<file path="config.mk">
export PLATFORM = sky130hd
export DESIGN_NAME = hact_acc_sched
export DESIGN_NICKNAME = d
export VERILOG_FILES = /design/src/rtl/hact_acc_sched.sv
export SDC_FILE = /design/constraint.sdc
export NUM_CORES = 1
export LEC_CHECK = 0
export ABC_AREA = 1
export BUFFER_PORTS_ARGS = -buffer_cell sky130_fd_sc_hd__buf_2
export CAP_MARGIN = 0
export CORE_UTILIZATION = 55
export DETAILED_ROUTE_END_ITERATION = 12
export PLACE_DENSITY = 0.76
export SETUP_SLACK_MARGIN = 0.3
export SLEW_MARGIN = 5
export SYNTH_ARGS = -nofsm -noshare
export SYNTH_HDL_FRONTEND = slang
export SYNTH_SLANG_ARGS = --single-unit
</file>
<file path="constraint.sdc">
create_clock -name clk -period 8.6 [get_ports clk]
set_clock_uncertainty 0.2 [all_clocks]
set_input_delay 1.72 -clock clk [delete_from_list [all_inputs] [get_ports clk]]
set_output_delay 1.72 -clock clk [all_outputs]
set_load 0.1 [all_outputs]
</file>
<file path="src/rtl/hact_acc_sched.sv">
// Accumulation scheduler for the activation array: sums ADIM beats per lane into one group,
// hands groups out through a one-deep valid/ready register and tracks groups per layer.
module hact_acc_sched #(
    parameter int unsigned IDIM = 4,
    parameter int unsigned BWID = 8,
    parameter int unsigned ADIM = 32,
    parameter int unsigned IWID = 16,
    parameter int unsigned GWID = 16
) (
    input  logic                   clk,
    input  logic                   rst_n,
    input  logic                   iStart,
    input  logic [GWID-1:0]        iGrpNum,
    input  logic                   iValid,
    output logic                   iReady,
    input  logic [BWID*IDIM-1:0]   iData,
    output logic                   oValid,
    input  logic                   oReady,
    output logic [IWID*IDIM-1:0]   oData,
    output logic                   oLast,
    output logic                   oBusy,
    output logic                   oDone
);

    localparam int unsigned BCW = (ADIM > 1) ? $clog2(ADIM) : 1;

    typedef enum logic [1:0] {S_IDLE, S_ACC, S_DRAIN} state_t;

    state_t                     state_q, state_d;
    logic [BCW-1:0]             beat_cnt_q, beat_cnt_d;
    logic [GWID-1:0]            grp_cnt_q, grp_cnt_d;
    logic [GWID-1:0]            grp_tot_q, grp_tot_d;
    logic [IDIM-1:0][IWID-1:0]  acc_q, acc_d;
    logic [IDIM-1:0][IWID-1:0]  odata_q, odata_d;
    logic                       ovalid_q, ovalid_d;
    logic                       olast_q, olast_d;
    logic                       done_q, done_d;
    logic [IDIM-1:0][IWID-1:0]  lane_sum;

    logic last_beat, final_grp, in_fire, out_fire;

    assign last_beat = (beat_cnt_q == BCW'(ADIM - 1));
    assign final_grp = (grp_cnt_q == grp_tot_q - GWID'(1));
    // The last beat stalls only when it would overwrite an output nobody is taking.
    assign iReady    = (state_q == S_ACC) && !(last_beat && ovalid_q && !oReady);
    assign in_fire   = iValid && iReady;
    assign out_fire  = ovalid_q && oReady;

    assign oValid = ovalid_q;
    assign oData  = odata_q;
    assign oLast  = olast_q;
    assign oBusy  = (state_q != S_IDLE);
    assign oDone  = done_q;

    // State register
    always_ff @(posedge clk) begin
        if (!rst_n) begin
            state_q <= S_IDLE;
        end else begin
            state_q <= state_d;
        end
    end

    // Next-state logic
    always_comb begin
        state_d = state_q;
        case (state_q)
            S_IDLE:  if (iStart && (iGrpNum != GWID'(0))) state_d = S_ACC;
            S_ACC:   if (in_fire && last_beat && final_grp) state_d = S_DRAIN;
            S_DRAIN: if (out_fire) state_d = S_IDLE;
            default: state_d = S_IDLE;
        endcase
    end

    // Beat 0 restarts the lane sum; later beats add onto it.
    always_comb begin
        lane_sum = '0;
        for (int unsigned l = 0; l < IDIM; l++) begin
            lane_sum[l] = ((beat_cnt_q == BCW'(0)) ? IWID'(0) : acc_q[l])
                        + IWID'(iData[l*BWID +: BWID]);
        end
    end

    // Counters, accumulator and output register
    always_comb begin
        beat_cnt_d = beat_cnt_q;
        grp_cnt_d  = grp_cnt_q;
        grp_tot_d  = grp_tot_q;
        acc_d      = acc_q;
        odata_d    = odata_q;
        olast_d    = olast_q;
        ovalid_d   = ovalid_q && !oReady;
        done_d     = 1'b0;
        case (state_q)
            S_IDLE: begin
                if (iStart) begin
                    if (iGrpNum != GWID'(0)) begin
                        grp_tot_d  = iGrpNum;
                        beat_cnt_d = '0;
                        grp_cnt_d  = '0;
                    end else begin
                        done_d = 1'b1;
                    end
                end
            end
            S_ACC: begin
                if (in_fire) begin
                    acc_d = lane_sum;
                    if (last_beat) begin
                        odata_d    = lane_sum;
                        ovalid_d   = 1'b1;
                        olast_d    = final_grp;
                        beat_cnt_d = '0;
                        grp_cnt_d  = grp_cnt_q + GWID'(1);
                    end else begin
                        beat_cnt_d = beat_cnt_q + BCW'(1);
                    end
                end
            end
            S_DRAIN: begin
                if (out_fire) done_d = 1'b1;
            end
            default: ;
        endcase
    end

    // Datapath registers
    always_ff @(posedge clk) begin
        if (!rst_n) begin
            beat_cnt_q <= '0;
            grp_cnt_q  <= '0;
            grp_tot_q  <= '0;
            acc_q      <= '0;
            odata_q    <= '0;
            ovalid_q   <= 1'b0;
            olast_q    <= 1'b0;
            done_q     <= 1'b0;
        end else begin
            beat_cnt_q <= beat_cnt_d;
            grp_cnt_q  <= grp_cnt_d;
            grp_tot_q  <= grp_tot_d;
            acc_q      <= acc_d;
            odata_q    <= odata_d;
            ovalid_q   <= ovalid_d;
            olast_q    <= olast_d;
            done_q     <= done_d;
        end
    end

endmodule
</file>
## Word level (Yosys, flattened, before mapping)

Cells that the tools add are included.

| cells by class | value |
|---|---|
| add/subtract/negate cells | 7 |
| equal/unequal tests | 11 |
| mux-type cells | 25 |
| reduce and logical (&&, ||, !) cells | 22 |

Operator list:

| operator | count |
|---|---|
| $mux W16 | 8 |
| $add A16 B8 Y16 | 4 |
| $pmux W16 S2 | 1 |
| $mux W5 | 4 |
| $add A16 B1 Y16 const B | 1 |
| $eq A16 B16 Y1 | 1 |
| $reduce_bool A16 Y1 | 1 |
| $sub A16 B1 Y16 const B | 1 |
| $ne A2 B2 Y1 const B | 6 |
| $pmux W5 S2 | 1 |
| $logic_and A1 B1 Y1 | 9 |
| $reduce_and A3 Y1 | 3 |
| $mux W1 | 6 |
| $mux W2 | 3 |
| $pmux W2 S3 | 1 |
| $add A5 B1 Y5 const B | 1 |
| $eq A5 B5 Y1 const B | 1 |
| $logic_not A5 Y1 | 1 |
| $reduce_and A5 Y1 | 1 |
| $reduce_and A4 Y1 | 1 |
| $reduce_bool A2 Y1 | 2 |
| $eq A2 B1 Y1 const B | 1 |
| $eq A2 B2 Y1 const B | 1 |
| $logic_not A1 Y1 | 2 |
| other kinds (4) | 4 |

| storage, ports and cells | value |
|---|---|
| register bits after elaboration | 170 |
| input port bits | 53 |
| output and inout port bits | 69 |
| logic and storage cells | 80 |

## Depth between registers and ports, before layout

| depth | value |
|---|---|
| depth in word-level cells | 10 |
| mapped depth | 25 |

## Worst setup path after synthesis

Ideal clock, no wire load.

| path | value |
|---|---|
| path type | input port to output port |
| start point | input oReady |
| end point | output iReady |
| data arrival time | 2.526 ns |
| setup slack | 4.154 ns |
| stages | 4 |
| path buffers | 0 |
| cells stage by stage | inv_1 nand2_1 inv_1 a21oi_4 |

| between the ends | value |
|---|---|
| word-level cells in the longest chain between the ends | 4 |

RTL lines:

| element | line | RTL |
|---|---|---|
| start: declaration | 18 | `input logic oReady,` |
| $logic_not A1 Y1 | 45 | `assign iReady = (state_q == S_ACC) && !(last_beat && ovalid_q && !oReady);` |
| $logic_and A1 B1 Y1 | 45 |  |
| $logic_not A1 Y1 | 45 |  |
| $logic_and A1 B1 Y1 | 45 |  |
| end: declaration | 15 | `output logic iReady,` |

Every way passes these cells.

## Worst setup path after layout

Same ends and word-level chain as after synthesis.

==> impl_metrics.csv <==
group,metric,value,unit
timing,setup_violations,0,
synth,syn_area,9760,um^2
synth,synthCells,1427,
run_status,outcome,"finished clean",
floorplanning,die_w,135,um
placed_design,place_inst,1723,
critical_path,arrival,2.70,ns
clock_network,cts.hold.buffers_added,0,
global_routing,track_usage,28.2,%
critical_path,path_delay_family,"buffers and inverters",
final_layout,fillers,1586,
final_layout,drive_gt1_share,11.5,%
synth,yosysTopAreaCellShare,34.9,%
detailed_routing,routed_wl,24800,um
hold_path,hold_class,"register to register",
synth,synth-seq-area-share,34.9,%
timing,hold_slack,0.259,ns
critical_path,critPathMaxFanout,3,
detailed_routing,num_vias,9351,
critical_path,critPathBufInv,4,
placed_design,dpl_cell_area,10400,um^2
timing,slew_headroom,41.7,%
clock_network,h-tree-depth,4,
floorplanning,initial_core_util,56.4,%
placed_design,place_ws,3.99,ns
global_routing,antenna_found_initial,1,
floorplanning,dieArea,18300,um^2
critical_path,cp_slowest_cell,"buf_2",
job,max-cap-violations,0,
synth,synthTopCellsByArea,"dfxtp_1 35%, nand2_1 9.7%, inv_1 8.9%",
final_layout,instances_no_fill,1756,
clock_network,cts.reportedPaths.clkPinSlew,0.07,ns
timing,hold_viol,0,
timing,maxSlewViolCount,0,
critical_path,cp_slowest_stage_delay,0.45,ns
final_layout,fin_nets,1611,
timing,max_freq,0.216,GHz
global_routing,grt_pass1_vias,8854,
clock_network,cts_buffers,17,
placed_design,io_buffers,121,
power_and_ir_drop,vdd_ir_drop_max,172,uV
clock_network,cts_buffer_depth,2,
clock_network,clock-root-buffer,"clkbuf_16",
timing,worst_slack,3.98,ns
detailed_routing,dr.pass1.iters,5,
detailed_routing,antenna_left,0,
final_layout,syn_to_final_growth,13.2,%
synth,yosysTopAreaCell,"dfxtp_1",
synth,syn_nets,1521,
timing,rsz0062_at_grt,"no",
synth,synth_edf_count,0,
clock_network,cts.sink_count,170,
floorplanning,pin_count,122,
synth,ys_seq_elements,170,
global_routing,grt_max_degree,96,
timing,tightest_slew,0.874,ns
critical_path,endpoint_kind,"output pin",
synth,async_reset_ff_share,0,%
final_layout,fin_area,11100,um^2
detailed_routing,drt-wirelength-per-cell,14.1,um
critical_path,critPathKind,"input pin to output pin",
placed_design,hpwl,17200,um
synth,ys_warn_count,0,
detailed_routing,drt_iter0_markers,473,
timing,fin_crit,4.62,ns
clock_network,clk_latency,0.43,ns
global_routing,grt_pass1_wl,41400,um
synth,synth_cell_types,43,
global_routing,grt-ovfl-total,0,
clock_network,cts_tree,"yes",
synth,synthFlopType,"dfxtp_1",
final_layout,seqCellArea,3400,um^2
detailed_routing,avgViaCountPerCell,5.33,
clock_network,ctsResizeCount,0,
synth,synth_area_per_cell,6.84,um^2
critical_path,crit_chain,"buf_2 > inv_1 > nand2_1 > inv_1 > a21oi_4 > buf_2",
clock_network,postCtsSetupRepairBufs,0,
floorplanning,die_y,135,um
placed_design,gp_congestion,0.979,
power_and_ir_drop,power,2.27,mW
power_and_ir_drop,p_leak,5.40,nW
detailed_routing,drc,0,
timing,setup_tns,0,ns
final_layout,multi_input_area,5220,um^2
floorplanning,rows,48,
critical_path,worstPathRequired,6.68,ns
final_layout,final_util,63.9,%
floorplanning,core,17300,um^2
timing,min_period_over_period,53.7,%
critical_path,cp-start-kind,"input pin",
power_and_ir_drop,power_density,206,nW/um^2
synth_stat cells (all sizes together) (3+ instances only):
cell and count:
nand2 254, nor3 23, a31o 3, dfxtp 170, o21a 18, o21ai 106
nor2 147, nor3b 5, buf 21, a21oi 122, nand3b 7, xnor2 20
fa 4, nand4 19, clkbuf 36, o21bai 32, inv 234, o211ai 18
xor2 39, nand3 100, ha 37
where the power goes:
| group | internal [mW] | switching [mW] | leakage [nW] | total, mW |
|---|---|---|---|---|
| clock | 0.452 | 0.341 | 0.292 | 0.793 |
| combinational | 0.182 | 0.411 | 3.73 | 0.593 |
| sequential | 0.848 | 0.0403 | 1.38 | 0.888 |
| total | 1.48 | 0.793 | 5.40 | 2.27 |
registers in the layout, indices dropped and copies added (netlist names):
| signal | flops |
|---|---|
| grp_cnt_q | 16 |
| oData | 64 |
| state_q | 2 |
| oDone | 1 |
| grp_tot_q | 16 |
| oLast | 1 |
| oValid | 1 |
| acc_q | 64 |
| beat_cnt_q | 5 |
metal layers:
layer  vias to the layer above  global-route usage [%]  part of all wire (%)
li1                       4771                       -                     -
met2                       233                    49.8                    51
met5                         -                       0                     0
met4                         0                    10.5                   2.4
met3                        43                    5.16                   5.2
met1                      4304                    33.7                    42
cells by family (layout without fill, tap and decap cells):
| group | after synthesis | after routing | synth area share (%) |
|---|---|---|---|
| simple gates | 559 | 559 | 24.6 |
| fa+ha+maj | 41 | 41 | 5.56 |
| xor+xnor | 59 | 59 | 5.29 |
| buf+inv | 291 | 394 | 11.7 |
| compound gates | 306 | 306 | 17.9 |
| other cells | 0 | 1 | 0 |
| flops | 170 | 170 | 34.9 |
| mux | 1 | 1 | 0.103 |
worst reg2reg max path, stage by stage (launching register included):
cell and delay (ns):
dfxtp_1 0.38, inv_1 0.08, ha_1 0.19, inv_1 0.05
nor2_1 0.03, nand2_1 0.06, buf_4 0.30, inv_1 0.07
buf_4 0.31, nor2_1 0.19, ha_1 0.19, inv_1 0.06
fa_1 0.41, o21ai_0 0.41, nand2_1 0.18, nand2_1 0.13
nand2_1 0.09, nor3_1 0.32, nand3_1 0.12, nand2_1 0.10
nand3_1 0.08, nand2_1 0.08, inv_1 0.04
final timing paths:
path	from	end	slack, ns	depth (start not counted)
hold reg to reg	acc_q[16]	acc_q[16]	0.26	2
setup reg to reg	beat_cnt_q[0]	acc_q[30]	4.47	22
setup / recovery	oReady	iReady	3.98	6
hold / removal	acc_q[16]	acc_q[16]	0.26	2
layout make-up:
| cell class | instances | share of cell area, % |
|---|---|---|
| diodes | 1 | 0.0226 |
| clock inverters | 13 | 1.41 |
| multi-input cells | 966 | 47.2 |
| flip-flops and latches | 170 | 30.8 |
| inverters | 234 | 7.97 |
| well taps | 225 | 2.55 |
| clock buffers | 19 | 4.10 |
| repair buffers | 128 | 5.95 |
placed cells by master, fill, tap and decap left out, types with 3 or more instances in the layout:
cell and count:
o211ai_1 18, nor2_1 145, xnor2_1 20, xor2_1 39, fa_1 4, a31o_2 3
nor3_1 23, nor3b_1 5, ha_1 37, dfxtp_1 170, a21oi_1 121, nand3b_1 7
o21bai_1 32, buf_2 121, clkinvlp_4 3, o21a_1 18, o21ai_0 103, inv_1 231
nand3_1 100, nand2_1 251, nand4_1 18, clkbuf_16 17, inv_8 3, buf_4 7
Power figures use the tool's default switching activity.
